`src/rtl/reg_pkg.sv`:
```
// rtl/reg_pkg.sv - shared types and constants for the register bus master
package reg_pkg;

  // Default bus widths; the command payload below is sized by these, so a
  // wider bus needs these constants raised together with the top parameters.
  localparam int ADDR_W_DEF = 8;
  localparam int DATA_W_DEF = 32;

  // Register bus operation encoding as seen by the target.
  typedef enum logic [1:0] {
    OP_IDLE  = 2'd0,
    OP_WRITE = 2'd1,
    OP_READ  = 2'd2
  } reg_op_e;

  // One queued command.
  typedef struct packed {
    logic                  write;
    logic [ADDR_W_DEF-1:0] addr;
    logic [DATA_W_DEF-1:0] wdata;
  } reg_cmd_t;

endpackage

```
`src/rtl/reg_master_fifo.sv`:
```
// rtl/reg_master_fifo.sv - command queue between the command port and the bus FSM
module reg_master_fifo
  import reg_pkg::*;
#(
  parameter int DEPTH = 4
) (
  input  logic     clk,
  input  logic     rst_n,
  input  logic     push,
  input  reg_cmd_t wdata,
  input  logic     pop,
  output reg_cmd_t rdata,
  output logic     full,
  output logic     empty
);

  localparam int PW = $clog2(DEPTH);

  logic [PW-1:0] wr_ptr;
  logic [PW-1:0] rd_ptr;
  logic [PW:0]   count;
  reg_cmd_t      mem [DEPTH];
  logic          do_push;
  logic          do_pop;

  // Guard against overflow/underflow; pointers wrap naturally since DEPTH is a power of 2.
  assign do_push = push && !full;
  assign do_pop  = pop && !empty;
  assign full    = (count == (PW+1)'(DEPTH));
  assign empty   = (count == '0);
  assign rdata   = mem[rd_ptr];

  // Pointer and occupancy tracking.
  always_ff @(posedge clk or negedge rst_n) begin
    if (!rst_n) begin
      wr_ptr <= '0;
      rd_ptr <= '0;
      count  <= '0;
    end else begin
      if (do_push) wr_ptr <= wr_ptr + 1'b1;
      if (do_pop)  rd_ptr <= rd_ptr + 1'b1;
      case ({do_push, do_pop})
        2'b10:   count <= count + 1'b1;
        2'b01:   count <= count - 1'b1;
        default: count <= count;
      endcase
    end
  end

  // Payload storage; contents are don't-care until written, so no reset.
  always_ff @(posedge clk) begin
    if (do_push) mem[wr_ptr] <= wdata;
  end

endmodule

```
`src/rtl/reg_master.sv`:
```
// rtl/reg_master.sv - queued register bus master, one transaction in flight
module reg_master
  import reg_pkg::*;
#(
  parameter int ADDR_W = ADDR_W_DEF,
  parameter int DATA_W = DATA_W_DEF,
  parameter int DEPTH  = 4,
  parameter int RD_LAT = 1
) (
  input  logic              clk,
  input  logic              rst_n,
  input  logic              cmd_valid,
  output logic              cmd_ready,
  input  logic              cmd_write,
  input  logic [ADDR_W-1:0] cmd_addr,
  input  logic [DATA_W-1:0] cmd_wdata,
  output logic [1:0]        reg_op,
  output logic [ADDR_W-1:0] reg_addr,
  output logic [DATA_W-1:0] reg_wdata,
  input  logic [DATA_W-1:0] reg_rdata,
  output logic              rsp_valid,
  input  logic              rsp_ready,
  output logic              rsp_write,
  output logic [DATA_W-1:0] rsp_rdata
);

  typedef enum logic [1:0] {
    ST_IDLE,
    ST_ISSUE,
    ST_WAIT,
    ST_RESP
  } state_e;

  state_e            state;
  state_e            next_state;
  reg_cmd_t          push_cmd;
  reg_cmd_t          head_cmd;
  reg_cmd_t          cur_cmd;
  logic              push;
  logic              pop;
  logic              full;
  logic              empty;
  logic [2:0]        lat_cnt;
  logic [DATA_W-1:0] rdata_q;

  // No pass-through: a full queue refuses even when the head leaves this cycle.
  assign cmd_ready = !full;
  assign push      = cmd_valid && !full;

  // Pack the command port into the queue payload.
  always_comb begin
    push_cmd       = '0;
    push_cmd.write = cmd_write;
    push_cmd.addr  = ADDR_W_DEF'(cmd_addr);
    push_cmd.wdata = DATA_W_DEF'(cmd_wdata);
  end

  reg_master_fifo #(
    .DEPTH (DEPTH)
  ) u_fifo (
    .clk   (clk),
    .rst_n (rst_n),
    .push  (push),
    .wdata (push_cmd),
    .pop   (pop),
    .rdata (head_cmd),
    .full  (full),
    .empty (empty)
  );

  // FSM state register.
  always_ff @(posedge clk or negedge rst_n) begin
    if (!rst_n) state <= ST_IDLE;
    else        state <= next_state;
  end

  // Next-state and bus/response outputs; everything idles at zero outside its state.
  always_comb begin
    next_state = state;
    pop        = 1'b0;
    reg_op     = OP_IDLE;
    reg_addr   = '0;
    reg_wdata  = '0;
    rsp_valid  = 1'b0;
    rsp_write  = 1'b0;
    rsp_rdata  = '0;
    case (state)
      ST_IDLE: begin
        if (!empty) begin
          pop        = 1'b1;
          next_state = ST_ISSUE;
        end
      end
      ST_ISSUE: begin
        reg_op   = cur_cmd.write ? OP_WRITE : OP_READ;
        reg_addr = ADDR_W'(cur_cmd.addr);
        if (cur_cmd.write) reg_wdata = DATA_W'(cur_cmd.wdata);
        next_state = cur_cmd.write ? ST_RESP : ST_WAIT;
      end
      ST_WAIT: begin
        if (lat_cnt == 3'(RD_LAT)) next_state = ST_RESP;
      end
      ST_RESP: begin
        rsp_valid = 1'b1;
        rsp_write = cur_cmd.write;
        rsp_rdata = rdata_q;
        if (rsp_ready) next_state = ST_IDLE;
      end
      default: next_state = ST_IDLE;
    endcase
  end

  // In-flight command, read-latency counter and captured read data.
  // lat_cnt is 1 in the first WAIT cycle, so the capture lands exactly RD_LAT cycles after ISSUE.
  always_ff @(posedge clk or negedge rst_n) begin
    if (!rst_n) begin
      cur_cmd <= '0;
      lat_cnt <= '0;
      rdata_q <= '0;
    end else begin
      if (pop) begin
        cur_cmd <= head_cmd;
        rdata_q <= '0;
      end
      if (state == ST_ISSUE) begin
        lat_cnt <= 3'd1;
      end else if (state == ST_WAIT) begin
        if (lat_cnt == 3'(RD_LAT)) begin
          rdata_q <= reg_rdata;
          lat_cnt <= '0;
        end else begin
          lat_cnt <= lat_cnt + 3'd1;
        end
      end
    end
  end

endmodule
```
`config.mk`:
```
export PLATFORM = sky130hd
export DESIGN_NAME = reg_master
export DESIGN_NICKNAME = d
export VERILOG_FILES = /design/src/rtl/reg_pkg.sv /design/src/rtl/reg_master_fifo.sv /design/src/rtl/reg_master.sv
export SDC_FILE = /design/constraint.sdc
export NUM_CORES = 1
export LEC_CHECK = 0
export CORE_UTILIZATION = 58
export DETAILED_ROUTE_END_ITERATION = 10
export PLACE_DENSITY = 0.85
export SETUP_SLACK_MARGIN = 0.05
export SLEW_MARGIN = 20
export SYNTH_ARGS = -nofsm -noshare
export SYNTH_HDL_FRONTEND = slang
export SYNTH_SLANG_ARGS = --single-unit
```
`constraint.sdc`:
```
create_clock -name clk -period 4 [get_ports clk]
set_input_delay 0.4 -clock clk [delete_from_list [all_inputs] [get_ports clk]]
set_output_delay 0.4 -clock clk [all_outputs]
set_load 0.1 [all_outputs]
```
# Word level (Yosys, flattened, before mapping)
# Memory sizes are Yosys's and may differ from the RTL's. A register that Yosys moved wholly into a read port is not among the register bits.
# Index checks and enable logic that the tools add are counted.
[word_totals] reg_bits=44 mem_bits_rw=164 in_bits=77 n_memories=1
[classes] n_addsub=5 n_eq_ne=10 mux=25 n_reduce_logical=11
[mem_list] memory="u_fifo.mem" words=4 width=41 rd=1 rd_ports_with_merged_regs=1 write_ports=1 line="reg_master_fifo.sv:22" text="reg_cmd_t mem [DEPTH];"
[ops] cell="32-bit two-way mux" n=7
[ops] cell="2-bit two-way mux" n=5
[ops] cell="3-bit two-way mux" n=3
[ops] cell="8-bit two-way mux" n=1
[ops] cell="2-bit one-hot mux with 4 select lines" n=1
[ops] cell="1-bit two-way mux" n=7
[ops] cell="3-bit by 1-bit adder with 3-bit output (second input constant)" n=2
[ops] cell="2-bit == test (second input constant)" n=3
[ops] cell="2-bit inequality test (second input constant)" n=3
[ops] cell="3-bit one-hot mux with 2 select lines" n=1
[ops] cell="2-bit by 1-bit adder with 2-bit output (second input constant)" n=2
[ops] cell="2-bit by 1-bit == test with 1-bit output (second input constant)" n=2
[ops] cell="2-bit nonzero test" n=2
[ops] cell="3-bit by 1-bit == test with 1-bit output (second input constant)" n=1
[ops] cell="3-bit == test (second input constant)" n=1
[ops] cell="1-bit logical AND" n=3
[ops] cell="1-bit zero test" n=3
[ops] cell="3-bit zero test" n=1
[ops] cell="3-bit AND reduction" n=1
[ops] cell="3-bit by 1-bit subtractor with 3-bit output (second input constant)" n=1
[ops] cell="2-bit zero test" n=1

# Depth between registers and ports, before layout
# Gate-level depths: netlist of run 1.
[logic_depth] depth_word=7 depth_mapped=12 depth_no_buf=10

# By module
# From an unflattened synthesis of run 1, not the netlist that was laid out.
[hier_totals] cells_unflattened=567 area_unflattened_um2=10390.0
[by_module_without_submodules] module="reg_master_fifo" instances=1 cells_per_inst=253 area_per_inst_um2=6394.9 seq_area_each_um2=5099.9
[by_module_without_submodules] module="reg_master" instances=1 cells_per_inst=314 area_per_inst_um2=3995.1 seq_area_each_um2=1951.9

# Least setup slack after synthesis of run 1
# No wires, ideal clock.
[synth_path] path_kind="register to register" startpoint="register u_fifo.count[0]" endpoint="register u_fifo.count[2]" setup_time_ps=79 t_arrival_ps=2807 path_slack_ps=1114 stages_incl_launch_ff=11 cell_sequence="dfrtp_1 > inv_2 > nand3_1 > and2_1 > inv_2 > ha_1 > inv_1 > fa_1 > xor2_1 > nor2_1 > xor2_1"
[synth_via] elab_chain_cells=6 word_cells_on_any_way=15
[synth_lines] item="start: declaration" line="reg_master_fifo.sv:21" text="logic [PW:0] count;"
[synth_lines] item="start signal: assignment" line="reg_master_fifo.sv:43" text="2'b10: count <= count + 1'b1;"
[synth_lines] item="start signal: assignment" line="reg_master_fifo.sv:44" text="2'b01: count <= count - 1'b1;"
[synth_lines] item="start signal: assignment" line="reg_master_fifo.sv:45" text="default: count <= count;"
[synth_lines] item="3-bit == test (*)" line="reg_master_fifo.sv:29" text="assign full = (count == (PW+1)'(DEPTH));"
[synth_lines] item="1-bit zero test (*)"
[synth_lines] item="named net cmd_ready" line="reg_master.sv:13" text="output logic cmd_ready,"
[synth_lines] item="1-bit logical AND" line="reg_master.sv:48" text="assign push = cmd_valid && !full;"
[synth_lines] item="1-bit logical AND (*)" line="reg_master_fifo.sv:27" text="assign do_push = push && !full;"
[synth_lines] item="2-bit by 1-bit == test with 1-bit output / 2-bit == test (equally long branches)" line="reg_master_fifo.sv:42" text="case ({do_push, do_pop})"
[synth_lines] item="3-bit one-hot mux with 2 select lines / 2-bit nonzero test (equally long branches)"
# Mark *: on every way through the listed nets, which the timed path passes. The rest lies on a longest branch.
# A chain may end at the register's enable or synchronous reset.

# Worst setup path in the final report of run 1
[layout_path] startpoint="register state[1]" endpoint="output rsp_rdata[19]"
[layout_via] elab_chain_cells=2
[layout_lines] item="start: declaration" line="reg_master.sv:34" text="state_e state;"
[layout_lines] item="start signal: assignment" line="reg_master.sv:74" text="else state <= next_state;"
[layout_lines] item="2-bit == test" line="reg_master.sv:87" text="case (state)"
[layout_lines] item="32-bit two-way mux" line="reg_master.sv:87"
[layout_lines] item="end: declaration" line="reg_master.sv:24" text="output logic [DATA_W-1:0] rsp_rdata"
# Every way passes these cells.

==> impl_metrics.env, run 1 <==
export IMPL_max_stage_delay_ps=1130
export IMPL_final_net_count=852
export IMPL_htree_levels=1
export IMPL_dominantRegCellSynth="edfxtp_1"
export IMPL_netlist_instances=619
export IMPL_netlist_top_cells_area="edfxtp_1 (50%), dfrtp_1 (22%), mux4_2 (9.4%)"
export IMPL_syn2layout_area_growth_pct=23.8
export IMPL_cp_required_ps=3600
export IMPL_critical_path_cell_chain="ha_1 > and2_1 > clkdlybuf4s50_1"
export IMPL_start_util=0.592
export IMPL_port_buffers=153
export IMPL_antenna_left=0
export IMPL_cts_setup_buffers=0
export IMPL_yosysWarnings=0
export IMPL_path_class="reg -> out"
export IMPL_viasPerCell=5.53
export IMPL_hpwl_mm=10.9
export IMPL_hp_class="in -> async"
export IMPL_globalplace_congestion=0.842
export IMPL_initialDrtViolationCount=283
export IMPL_leakagePower_nw=4.90
export IMPL_synth_seq_cells=249
export IMPL_grt_max_degree=86
export IMPL_placedCellCount=958
export IMPL_cp_end_kind="output pin"
export IMPL_r2r_slack_ps=1400
export IMPL_grt_pass1_vias=5883
export IMPL_drtPass1Iterations=4
export IMPL_tns_ps=0
export IMPL_crit_path_start_kind="flip-flop"
export IMPL_path_clk_slew_ps=60
export IMPL_top_level_ports=154
export IMPL_cap_violations=0
export IMPL_critical_path_top_delay_family="buffers and inverters"
export IMPL_synthArstFlopShare=0.341
export IMPL_fin_cells=1002
export IMPL_min_period_ps=3420
export IMPL_vias=5545
export IMPL_synth_top_cell_area_share=0.503
export IMPL_coreArea_um2=16500
export IMPL_die_area_um2=17400
export IMPL_cts_tree="yes"
export IMPL_slew_headroom=0.273
export IMPL_reg2regPathDepth=6
export IMPL_die_h_um=132
export IMPL_n_antenna_cell=0
export IMPL_clock_latency_ps=520
export IMPL_violations="negative hold slack"
export IMPL_clockRootBuffer="clkbuf_16"
export IMPL_die_w_um=132
export IMPL_grt_pass1_wl_mm=31.0
export IMPL_ys_types=32
export IMPL_post_cts_resized=0
export IMPL_clkSinkCount=249
export IMPL_rsz0062_at_grt="false"
export IMPL_numCtsBuffers=24
export IMPL_cts_buffer_depth=3
export IMPL_synth_edff_count=164
export IMPL_max_freq_ghz=0.293
export IMPL_report_final_slew_viol_count=0
export IMPL_whs_ps=-55.5
export IMPL_max_vdd_ir_drop_mv=0.480
export IMPL_worstPathArrival_ps=3020
export IMPL_track_usage=0.233
export IMPL_grt_overflow_total=0
export IMPL_wire_per_inst_um=19.5
export IMPL_antenna_found_initial=1
export IMPL_totalWireLength_mm=19.5
export IMPL_synth_avg_cell_area_um2=15.8
export IMPL_rows=47
export IMPL_synth_top_area_cell="edfxtp_1"
export IMPL_cts_hold_buf=0
export IMPL_slowest_stage="clkdlybuf4s50_1"
export IMPL_drive_gt1_frac=0.183
export IMPL_status="finished, violations left"
export IMPL_synth_seq_area_share=0.721
export IMPL_setup_viol=0
export IMPL_r2r_end="rdata_q[5]"
export IMPL_syn_num_nets=707
export IMPL_cp_max_fo=35
export IMPL_r2r_start="state[1]"
export IMPL_fin_crit_sh=0.855
export IMPL_power_density_nw_per_um2=817
export IMPL_syn_area_um2=9790
export IMPL_worst_pin_slew_ps=1090
export IMPL_finClkSkew_ps=18.6
export IMPL_drc_errors=0
export IMPL_hold_viol_final=85
export IMPL_critPathBufInv=1
export IMPL_final_util=0.733
==> registers in the layout, summed over array words and instances (netlist names) <==
signal         cells
state              2
u_fifo.rd_ptr      2
lat_cnt            3
u_fifo.count       3
cur_cmd           41
u_fifo.mem       164
u_fifo.wr_ptr      2
rdata_q           32
==> where the power goes <==
| part | total, mW | internal [mW] | leakage (nW) | switching (mW) |
|---|---|---|---|---|
| Clock | 2.12 | 1.21 | 0.376 | 0.918 |
| Sequential | 4.10 | 3.54 | 2.58 | 0.555 |
| Combinational | 3.69 | 1.26 | 1.94 | 2.43 |
==> how the worst max path moves through the flow <==
stage                       to  cells after the start            start  slack, ps
2_1_floorplan  u_fifo.count[2]                     10  u_fifo.count[0]       1110
3_3_place_gp      rsp_rdata[9]                      3         state[1]       1220
3_5_place_dp        rdata_q[5]                      6         state[1]       1100
4_1_cts           rsp_rdata[0]                      3         state[1]        580
5_1_grt          rsp_rdata[30]                      3         state[1]        440
6_report         rsp_rdata[19]                      3         state[1]        580
==> cell usage after synthesis (8+ instances only) <==
master / instances
inv_1: 8
buf_2: 8
clkbuf_1: 22
mux4_2: 41
and3_1: 36
nand2_1: 129
edfxtp_1: 164
a22o_1: 32
dfrtp_1: 85
ha_1: 10
and2_1: 43
==> cell families (layout without fill, tap and decap cells) <==
| group | after synthesis | after routing | synth area share |
|---|---|---|---|
| AO/OA/AOI/OAI | 42 | 42 | 0.0345 |
| XOR/XNOR | 6 | 6 | 0.00537 |
| adder cells (fa/ha/maj) | 11 | 11 | 0.0148 |
| buffers and inverters | 48 | 211 | 0.0206 |
| flip-flops | 249 | 249 | 0.721 |
| multiplexers | 42 | 42 | 0.0955 |
| AND/OR/NAND/NOR | 221 | 221 | 0.109 |
==> through the flow <==
step           power [mW]  worst slack [ps]  instance area (um2)
2_1_floorplan        6.90              1110                 9790
3_3_place_gp         7.69              1220                11400
3_5_place_dp         7.83              1100                11400
4_1_cts              9.98               583                12100
5_1_grt              10.4               444                12100
6_report             9.91               581                12100
==> cell usage in the layout (no fill, tap or decap), types with 2 or more instances in the layout <==
cell type	count
and3_1	32
dfrtp_2	2
buf_4	49
clkbuf_16	24
and3_4	4
clkinv_2	9
o21ai_1	3
xnor2_1	4
edfxtp_1	164
clkbuf_1	4
mux4_2	41
clkinv_1	3
dfrtp_1	82
nor2_1	4
nor3_1	2
inv_1	8
a22o_1	32
inv_2	3
xor2_1	2
and2_1	43
nand2_1	129
o21ai_0	4
clkbuf_8	2
clkdlybuf4s50_1	106
ha_1	9
==> final cells by class <==
class / count / area, um2
flip-flops and latches: 249 / 7060
fillers: 1036 / 4400
multi-input cells: 322 / 2560
repair buffers: 156 / 1440
clock buffers: 30 / 643
well taps: 220 / 275
clock inverters: 14 / 103
inverters: 11 / 41.3
==> per-layer routing <==
layer,up-vias,track usage,share of wire
li1,2555,-,-
met3,35,0.0507,0.071
met5,-,0,0.00067
met2,203,0.404,0.50
met1,2750,0.295,0.41
met4,2,0.0724,0.020
No activity file was read; power rests on OpenSTA's default activity.
==> inputs of run 2 (changes only) <==
- CORE_MARGIN: unset -> 2
==> run 2 against run 1 <==
Net effect:
- the run now ends clean
- global-route usage down 0.59 points
- clock skew about the same
- fmax up 0.71%
- sequential share of layout area down 0.36 points
- first-iteration DRC count up 42%
- critical endpoint is now rsp_rdata[16]
==> impl_metrics.env, run 2 (same netlist as run 1, synthesis figures left out) <==
export IMPL_start_util=0.592
export IMPL_die_h_um=134
export IMPL_hpwl_mm=12.1
export IMPL_combPwrFrac=0.370
export IMPL_worst_pin_slew_ps=1090
export IMPL_htree_levels=1
export IMPL_clock_latency_ps=510
export IMPL_port_buffers=153
export IMPL_clockRootBuffer="clkbuf_16"
export IMPL_path_clk_slew_ps=60
export IMPL_viasPerCell=5.51
export IMPL_r2r_slack_ps=1590
export IMPL_r2r_end="rdata_q[10]"
export IMPL_coreArea_um2=16500
export IMPL_whs_endpoint="cur_cmd[33]"
export IMPL_wire_per_inst_um=19.7
export IMPL_largest_register_ffs=164
export IMPL_cts_buffer_depth=3
export IMPL_antenna_left=0
export IMPL_max_freq_ghz=0.295
export IMPL_globalplace_congestion=0.826
export IMPL_rows=47
export IMPL_slew_headroom=0.275
export IMPL_mostFrequentLayoutCell="edfxtp_1"
export IMPL_p_sw_mw=3.89
export IMPL_regMostFlops="u_fifo.mem"
export IMPL_cts_tree="yes"
export IMPL_power_frac_seq=0.408
export IMPL_totalWireLength_mm=19.9
export IMPL_drive_gt1_frac=0.183
export IMPL_syn2layout_area_growth_pct=24.6
export IMPL_grt_max_degree=51
export IMPL_path_class="reg -> out"
export IMPL_worstPathArrival_ps=2990
export IMPL_reg2regPathDepth=6
export IMPL_hp_class="reg -> reg"
export IMPL_whs_ps=470
export IMPL_crit_path_start_kind="flip-flop"
export IMPL_drtPass1Iterations=5
export IMPL_status="finished clean"
export IMPL_r2r_start="state[1]"
export IMPL_grt_pass1_wl_mm=31.5
export IMPL_placed_cell_area_um2=11400
export IMPL_die_area_um2=17900
export IMPL_cp_end_kind="output pin"
export IMPL_min_path_cells=2
export IMPL_swShare=0.388
export IMPL_clkSinkCount=249
export IMPL_antenna_found_initial=1
export IMPL_initialDrtViolationCount=401
export IMPL_clockPowerShare=0.221
export IMPL_track_usage=0.227
export IMPL_final_cell_mix="edfxtp_1 (164), nand2_1 (129), clkdlybuf4s50_1 (107)"
export IMPL_min_from="cur_cmd[33]"
export IMPL_p_int_mw=6.15
export IMPL_cp_required_ps=3600
export IMPL_fin_crit_sh=0.849
export IMPL_grt_overflow_total=0
export IMPL_setup_viol=0
export IMPL_cp_max_fo=35
export IMPL_drc_errors=0
export IMPL_largestRegisters="u_fifo.mem: 164 flops, cur_cmd: 41 flops, rdata_q: 32 flops"
export IMPL_final_area_um2=12200
export IMPL_min_period_ps=3390
export IMPL_leakagePower_nw=4.94
export IMPL_max_vdd_ir_drop_mv=0.474
export IMPL_vias=5561
export IMPL_cap_violations=0
export IMPL_rsz0062_at_grt="false"
export IMPL_report_final_slew_viol_count=0
export IMPL_top_level_ports=154
export IMPL_n_fill_cell=983
export IMPL_post_cts_resized=0
export IMPL_tns_ps=0
export IMPL_hold_viol_final=0
export IMPL_finClkSkew_ps=18.8
export IMPL_final_util=0.738
export IMPL_numCtsBuffers=24
export IMPL_finalPower_mw=10.0
export IMPL_die_w_um=134
export IMPL_final_net_count=859
export IMPL_grt_pass1_vias=5930
export IMPL_power_density_nw_per_um2=823
[run 2: repair_timing]
action                                  4_1_cts  5_1_grt
endpoints found under the setup margin        0        0
endpoints found under the hold margin        49        0
hold buffers                                  1        0
setup buffers                                 0        0
[run 2: how the worst max path moves through the flow]
stage	startpoint	endpoint	slack [ps]	cells past startpoint
CTS	state[1]	rsp_rdata[16]	560	3
global route	state[1]	rsp_rdata[11]	400	3
floorplan	u_fifo.count[0]	u_fifo.count[2]	1110	10
detailed placement	state[1]	rsp_rdata[16]	1120	3
finish	state[1]	rsp_rdata[16]	610	3
global placement	state[1]	rsp_rdata[2]	1250	3
[run 2: layer usage]
layer	vias to the layer above	GRT usage	routed length (um)
met2	201	0.392	10100
met1	2772	0.296	8110
met3	25	0.0484	1380
met5	-	0	0
li1	2563	-	-
met4	0	0.0609	333
[run 2: cell type report]
| type | count | area [um2] | area share |
|---|---|---|---|
| multi-input combinational | 322 | 2540 | 0.209 |
| tap | 220 | 275 | 0.0226 |
| inverter | 11 | 41.3 | 0.00339 |
| sequential | 249 | 7060 | 0.579 |
| clock inverter | 13 | 138 | 0.0113 |
| clock buffer | 30 | 644 | 0.0528 |
| antenna | 1 | 2.50 | 0.000205 |
| timing repair buffer | 163 | 1490 | 0.122 |
[run 2: critical path, stage by stage, from the launching register on]
cell	delay, ps
dfrtp_1	390
ha_1	710
and2_1	240
clkdlybuf4s50_1	1140
[run 2: metrics by stage]
stage / setup WS (ps) / cells
final: 606 / 1009
after global routing: 403 / 1008
after CTS: 559 / 1008
after detailed placement: 1120 / 964
after global placement: 1250 / 964
after floorplan: 1110 / 619
[run 2: power by group through the flow]
stage	clock (mW)	sequential, mW	combinational, mW
6_report	2.22	4.10	3.72
3_3_place_gp	0	4.10	3.63
4_1_cts	2.27	4.12	3.76
2_1_floorplan	0	3.78	3.12
5_1_grt	2.37	4.20	3.98
3_5_place_dp	0	4.16	3.74
